<file path="src/rtl/ysyx_24100029_rr_arbiter4_pkg.sv">
`default_nettype none
// ============================================================================
// Module   : ysyx_24100029_arb_pkg
// Purpose  : Shared types and helpers for the four-way round-robin arbiter:
//            FSM state encoding, requester count and rotating-priority pick.
// Revision : 1.0 - initial release
// ============================================================================
package ysyx_24100029_arb_pkg;

  localparam int NUM_REQ = 4;

  typedef enum logic [1:0] {
    ST_IDLE = 2'd0,
    ST_REQ  = 2'd1,
    ST_RESP = 2'd2
  } arb_state_e;

  // First set request bit scanning ptr, ptr+1, ... (mod NUM_REQ), one-hot.
  function automatic logic [NUM_REQ-1:0] rr_pick(input logic [1:0] ptr,
                                                 input logic [NUM_REQ-1:0] req);
    logic [NUM_REQ-1:0] grant;
    logic [1:0]         idx;
    logic               found;
    grant = '0;
    found = 1'b0;
    for (int i = 0; i < NUM_REQ; i++) begin
      idx = ptr + 2'(i);
      if (!found && req[idx]) begin
        grant[idx] = 1'b1;
        found      = 1'b1;
      end
    end
    return grant;
  endfunction

endpackage
`default_nettype wire

</file>
<file path="src/rtl/ysyx_24100029_rr_arbiter4_mux.sv">
`default_nettype none
// ============================================================================
// Module   : ysyx_24100029_rr_arbiter4_mux
// Purpose  : 4-to-1 payload mux. With Is_One_Hot set the select is trusted to
//            be one-hot (or zero) and an AND-OR tree is built; otherwise a
//            lowest-index-wins priority mux is used.
// Revision : 1.0 - initial release
// ============================================================================
module ysyx_24100029_rr_arbiter4_mux #(
  parameter int Is_One_Hot = 1,
  parameter int DATA_WIDTH = 64
) (
  input  logic [3:0]              sel,
  input  logic [4*DATA_WIDTH-1:0] in_data,
  output logic [DATA_WIDTH-1:0]   out_data
);

  generate
    if (Is_One_Hot != 0) begin : g_and_or
      // OR together every input gated by its select bit.
      always_comb begin
        out_data = '0;
        for (int k = 0; k < 4; k++) begin
          out_data = out_data | (in_data[k*DATA_WIDTH +: DATA_WIDTH] & {DATA_WIDTH{sel[k]}});
        end
      end
    end else begin : g_priority
      // Lowest selected index wins when several select bits are set.
      always_comb begin
        out_data = '0;
        for (int k = 3; k >= 0; k--) begin
          if (sel[k]) out_data = in_data[k*DATA_WIDTH +: DATA_WIDTH];
        end
      end
    end
  endgenerate

endmodule
`default_nettype wire

</file>
<file path="src/rtl/ysyx_24100029_rr_arbiter4.sv">
`default_nettype none
// ============================================================================
// Module   : ysyx_24100029_rr_arbiter4
// Purpose  : Round-robin arbiter sharing one downstream request/response port
//            among four requesters, one transaction at a time
//            (IDLE -> REQ -> RESP). Registered one-hot grant drives the
//            payload mux and is exported for other datapath muxes.
// Options  : YSYX_24100029_ARB_TIMEOUT_EN - response watchdog that completes
//            a stalled RESP with resp_err_o after TIMEOUT_CYCLES cycles.
// Revision : 1.0 - initial release
// ============================================================================
module ysyx_24100029_rr_arbiter4
  import ysyx_24100029_arb_pkg::*;
#(
  parameter int DATA_WIDTH     = 64,
  parameter int RESP_WIDTH     = 32,
  parameter int TIMEOUT_CYCLES = 255
) (
  input  logic                    clock,
  input  logic                    reset,
  input  logic [3:0]              req_valid_i,
  output logic [3:0]              req_ready_o,
  input  logic [4*DATA_WIDTH-1:0] req_payload_i,
  output logic [3:0]              resp_valid_o,
  input  logic [3:0]              resp_ready_i,
  output logic [RESP_WIDTH-1:0]   resp_payload_o,
  output logic                    resp_err_o,
  output logic                    m_valid_o,
  input  logic                    m_ready_i,
  output logic [DATA_WIDTH-1:0]   m_payload_o,
  input  logic                    m_resp_valid_i,
  output logic                    m_resp_ready_o,
  input  logic [RESP_WIDTH-1:0]   m_resp_payload_i,
  output logic [3:0]              grant_o,
  output logic                    busy_o
);

  arb_state_e state;
  logic [1:0] prio_ptr;
  logic [1:0] grant_idx;
  logic       in_req;
  logic       in_resp;
  logic       timed_out;
  logic       resp_valid_sel;
  logic       granted_ready;
  logic       resp_fire;

  assign in_req    = (state == ST_REQ);
  assign in_resp   = (state == ST_RESP);
  assign grant_idx = {grant_o[3] | grant_o[2], grant_o[3] | grant_o[1]};

  // A timed-out RESP presents a synthetic response to the granted requester.
  assign resp_valid_sel = m_resp_valid_i | timed_out;
  assign granted_ready  = |(grant_o & resp_ready_i);
  assign resp_fire      = in_resp & resp_valid_sel & granted_ready;

  // Requester and downstream handshake routing for the current grant.
  always_comb begin
    req_ready_o    = in_req  ? (grant_o & {4{m_ready_i}})      : 4'b0000;
    resp_valid_o   = in_resp ? (grant_o & {4{resp_valid_sel}}) : 4'b0000;
    m_resp_ready_o = in_resp & (granted_ready | timed_out);
    resp_payload_o = timed_out ? '0 : m_resp_payload_i;
    resp_err_o     = in_resp & timed_out;
  end

  // Arbitration FSM with registered grant, request-valid and busy outputs.
  always_ff @(posedge clock or posedge reset) begin
    if (reset) begin
      state     <= ST_IDLE;
      grant_o   <= 4'b0000;
      prio_ptr  <= 2'd0;
      busy_o    <= 1'b0;
      m_valid_o <= 1'b0;
    end else begin
      case (state)
        ST_IDLE: begin
          if (|req_valid_i) begin
            grant_o   <= rr_pick(prio_ptr, req_valid_i);
            state     <= ST_REQ;
            busy_o    <= 1'b1;
            m_valid_o <= 1'b1;
          end
        end
        ST_REQ: begin
          // Grant is held even if the requester drops its valid.
          if (m_ready_i) begin
            state     <= ST_RESP;
            m_valid_o <= 1'b0;
          end
        end
        ST_RESP: begin
          if (resp_fire) begin
            prio_ptr <= grant_idx + 2'd1;
            grant_o  <= 4'b0000;
            state    <= ST_IDLE;
            busy_o   <= 1'b0;
          end
        end
        default: begin
          state     <= ST_IDLE;
          grant_o   <= 4'b0000;
          busy_o    <= 1'b0;
          m_valid_o <= 1'b0;
        end
      endcase
    end
  end

`ifdef YSYX_24100029_ARB_TIMEOUT_EN
  localparam int TO_W = ($clog2(TIMEOUT_CYCLES + 1) > 8) ? $clog2(TIMEOUT_CYCLES + 1) : 8;

  logic [TO_W-1:0] wd_cnt;

  assign timed_out = in_resp & (wd_cnt == TO_W'(TIMEOUT_CYCLES));

  // Watchdog: zero while in REQ so it starts RESP at 0, saturates at the limit.
  always_ff @(posedge clock or posedge reset) begin
    if (reset) begin
      wd_cnt <= '0;
    end else if (in_req) begin
      wd_cnt <= '0;
    end else if (in_resp && !resp_fire && !timed_out) begin
      wd_cnt <= wd_cnt + 1'b1;
    end
  end
`else
  assign timed_out = 1'b0;
`endif

  // Grant must never carry more than one bit; watchdog limit must be nonzero.
  a_grant_onehot : assert property (@(posedge clock) disable iff (reset) $onehot0(grant_o));
  a_timeout_cfg  : assert property (@(posedge clock) disable iff (reset) TIMEOUT_CYCLES > 0);

  ysyx_24100029_rr_arbiter4_mux #(
    .Is_One_Hot (1),
    .DATA_WIDTH (DATA_WIDTH)
  ) u_payload_mux (
    .sel      (grant_o),
    .in_data  (req_payload_i),
    .out_data (m_payload_o)
  );

endmodule
`default_nettype wire

</file>
<file path="config.mk">
export PLATFORM = sky130hd
export DESIGN_NAME = ysyx_24100029_rr_arbiter4
export DESIGN_NICKNAME = d
export VERILOG_FILES = /design/src/rtl/ysyx_24100029_rr_arbiter4_pkg.sv /design/src/rtl/ysyx_24100029_rr_arbiter4_mux.sv /design/src/rtl/ysyx_24100029_rr_arbiter4.sv
export SDC_FILE = /design/constraint.sdc
export NUM_CORES = 1
export LEC_CHECK = 0
export CAP_MARGIN = 15
export CORE_AREA = 2 2 160 162
export CTS_CLUSTER_SIZE = 25
export DETAILED_ROUTE_END_ITERATION = 16
export DIE_AREA = 0 0 162 164
export SLEW_MARGIN = 20
export SYNTH_ARGS = -nofsm -noshare
export SYNTH_HDL_FRONTEND = slang
export SYNTH_HIERARCHICAL = 1
export SYNTH_SLANG_ARGS = --single-unit
export TNS_END_PERCENT = 1
</file>
<file path="constraint.sdc">
create_clock -name clock -period 2.3 [get_ports clock]
set_clock_uncertainty 0.1 [all_clocks]
set_input_delay 0.46 -clock clock [delete_from_list [all_inputs] [get_ports clock]]
set_output_delay 0.46 -clock clock [all_outputs]
set_load 0.1 [all_outputs]
</file>
==> out/summary.txt, run 1 <==
WP data arrival - 1660 ps
Worst Max-Slew Pin Slew - 537 ps
Share of layout cells above drive strength 1 - 0.184
Final antenna-violating net count - 0
Max stage delay on crit path - 520 ps
Clk Latency, worst-skew pair - 240 ps
Row cnt - 58
RSZ-0062 raised after global routing - no
Area grow syn2layout - 169%
Global Route Usage Sum - 0.114
CP Buf/Inv Count - 3
Fmax - 451 MHz
Hold Path Class - in2async
Synth warnings - 6
# port buffers - 346
Sequential area share after synthesis - 0.0956
RR Endpoint - busy_o
DP Wirelength - 14200 um
Max-slew headroom - 0.640
Maximum resistive drop on vdd - 0.759 mV
Worst setup path end - m_payload_o[22]
Mean Syn Cell Area - 7.67 um^2
Asr flop ratio synth - 1.00
Post-synthesis cell area - 2620 um^2
Non-filler instance count after layout - 983
Vias per cell - 3.96
#FFs+latches synth - 10
Number of nets in the layout - 960
Die Ht - 164 um
Crit path required time - 1740 ps
TritonCTS buffer count - 3
H-tree depth - 1
CP top delay family - buffers and inverters
Synth cell types - 33
Die Span X - 162 um
Final hold violation count - 0
Syn nets - 648
Critical path fanouts, max - 29
Initial antenna violation count - 0
CP max stage cell - dfrtp_2
Largest cells by area after synthesis - a22oi_1, buf_6, nand2_1
Top cell by count, worst path - buf_12
Reg2reg start - grant_o[1]
Status - finished, final reports clean
Via count of the first global-routing pass - 3986
WL/cell - 17.1 um
Critical path cell sequence - buf_12, buf_4, a22oi_1, nand2_1, buf_12
Starting Density - 0.105
Startpoint Class - flop
PwrDens - 1410 nW/um^2
Drt initial violations - 242
Post-Route WL - 16800 um
Slew Limit Fails - 0
Minimum clock period after layout - 2220 ps
Area of the die - 26600 um^2
DRC - 0
Total power - 9.90 mW
Clk slew on worst S/H paths - 40 ps
GRT overflow - 0
WS Path Type - reg2out
Core ar. - 24800 um^2
R2R depth - 7
Synth top area share - 0.387
CP endpoint kind - output port
Max cap viols - 0
Most frequent cells after synthesis - a22oi_1, nand2_1, buf_4, buf_6, dfrtp_1
Sink Count - 10
Worst R2R Setup Slack - 240 ps
Finish-stage setup viols - 0
Crit share post-route - 0.964
Post-synth EDFFs - 0
Worst Setup SP - grant_o[1]
DR pass1 iterations - 4
Final GP Congestion - 0.765
Clock Tree Buf Depth - 2
Ports - 412
Ys flop type - dfrtp_1
Clock root buffer - clkbuf_16
Most common cell in the netlist - a22oi_1
Cells after synthesis - 341
Placed cells - 977
Leak - 2.79 nW
Stages on the worst setup path - 5
Pin count of the biggest net entering global routing - 37
Via count - 3890
TritonCTS clock tree - done
Synth area leader - a22oi_1
First-pass GRT wire length - 23600 um
==> metrics by stage <==
step	worst slack [ps]	utilization	instance area, um^2	hold slack, ps	TNS, ps
6_report	83.1	0.283	7030	415	0
5_1_grt	2.61	0.283	7030	459	0
3_5_place_dp	-78.2	0.279	6930	421	-288
2_1_floorplan	-43.8	-	2630	200	-2580
3_3_place_gp	-16.9	0.279	6930	403	-88.0
4_1_cts	7.96	0.283	7010	427	0
==> how the worst min path moves through the flow <==
| stage | start | end | slack (ps) |
|---|---|---|---|
| detailed placement | m_valid_o | m_valid_o | 420 |
| global placement | m_valid_o | m_valid_o | 400 |
| CTS | reset | prio_ptr[0] | 430 |
| floorplan | reset | busy_o | 200 |
| global route | reset | prio_ptr[0] | 460 |
| finish | reset | prio_ptr[0] | 420 |
==> registers in the layout (all words and copies together) (netlist names) <==
register	flops
m_valid_o	1
busy_o	1
prio_ptr	2
grant_o	4
state	2
==> per-layer routing <==
layer  vias to the layer above  global-route usage  share of wire
met5                         -                   0              0
met1                      1796               0.138           0.40
li1                       1899                   -              -
met4                         0              0.0129         0.0036
met2                       189               0.210           0.52
met3                         6              0.0293          0.084
==> area by class of cell <==
| cell class | instances | area (um^2) |
|---|---|---|
| well taps | 330 | 413 |
| repair buffers | 370 | 4470 |
| diodes | 1 | 2.50 |
| flip-flops and latches | 10 | 255 |
| multi-input cells | 263 | 1790 |
| fillers | 2613 | 17800 |
| inverters | 5 | 18.8 |
| clock buffers | 4 | 78.8 |
==> repair_timing <==
item / in CTS / in global routing
resized for setup: 1 / 1
endpoints found under the setup margin: 4 / 1
buffers inserted: 0 / 1
hold endpoints to repair: 0 / 0
hold buffers: 0 / 0
==> cells by family after synthesis <==
group / count (synthesis) / share of synthesized area
other: 1 / 0.00143
XOR/XNOR: 1 / 0.00335
buffers and inverters: 68 / 0.227
multiplexers: 4 / 0.0359
adder cells (fa/ha/maj): 7 / 0.0335
flip-flops: 10 / 0.0956
AND/OR/NAND/NOR: 100 / 0.175
AO/OA/AOI/OAI: 150 / 0.429
==> placed cells by master, fill, tap and decap left out, types with 2 or more instances in the layout <==
master           instances
and2_1                   8
inv_1                    5
clkdlybuf4s50_1        267
buf_4                   21
o211ai_1                 4
mux4_2                   3
clkbuf_16                3
nand2b_1                 2
o21ai_0                  3
dfrtp_1                  6
buf_12                  82
nor2_1                   6
ha_1                     7
dfrtp_2                  4
nand2_1                 73
a22oi_1                135
==> power by group <==
part           internal, mW  switching (mW)
sequential            0.253           0.106
clock                 0.232          0.0780
combinational          3.31            5.93
total                  3.79            6.11
Power figures use the tool's default switching activity.
==> run 2, diff against run 1 <==
--- a/config.mk
+++ b/config.mk
@@ -10,7 +10,6 @@
 export CTS_CLUSTER_SIZE = 25
 export DETAILED_ROUTE_END_ITERATION = 16
 export DIE_AREA = 0 0 162 164
-export SLEW_MARGIN = 20
 export SYNTH_ARGS = -nofsm -noshare
 export SYNTH_HDL_FRONTEND = slang
 export SYNTH_HIERARCHICAL = 1
==> results of run 2 <==
The final DEF is identical to that of run 1; final timing and power are the same.
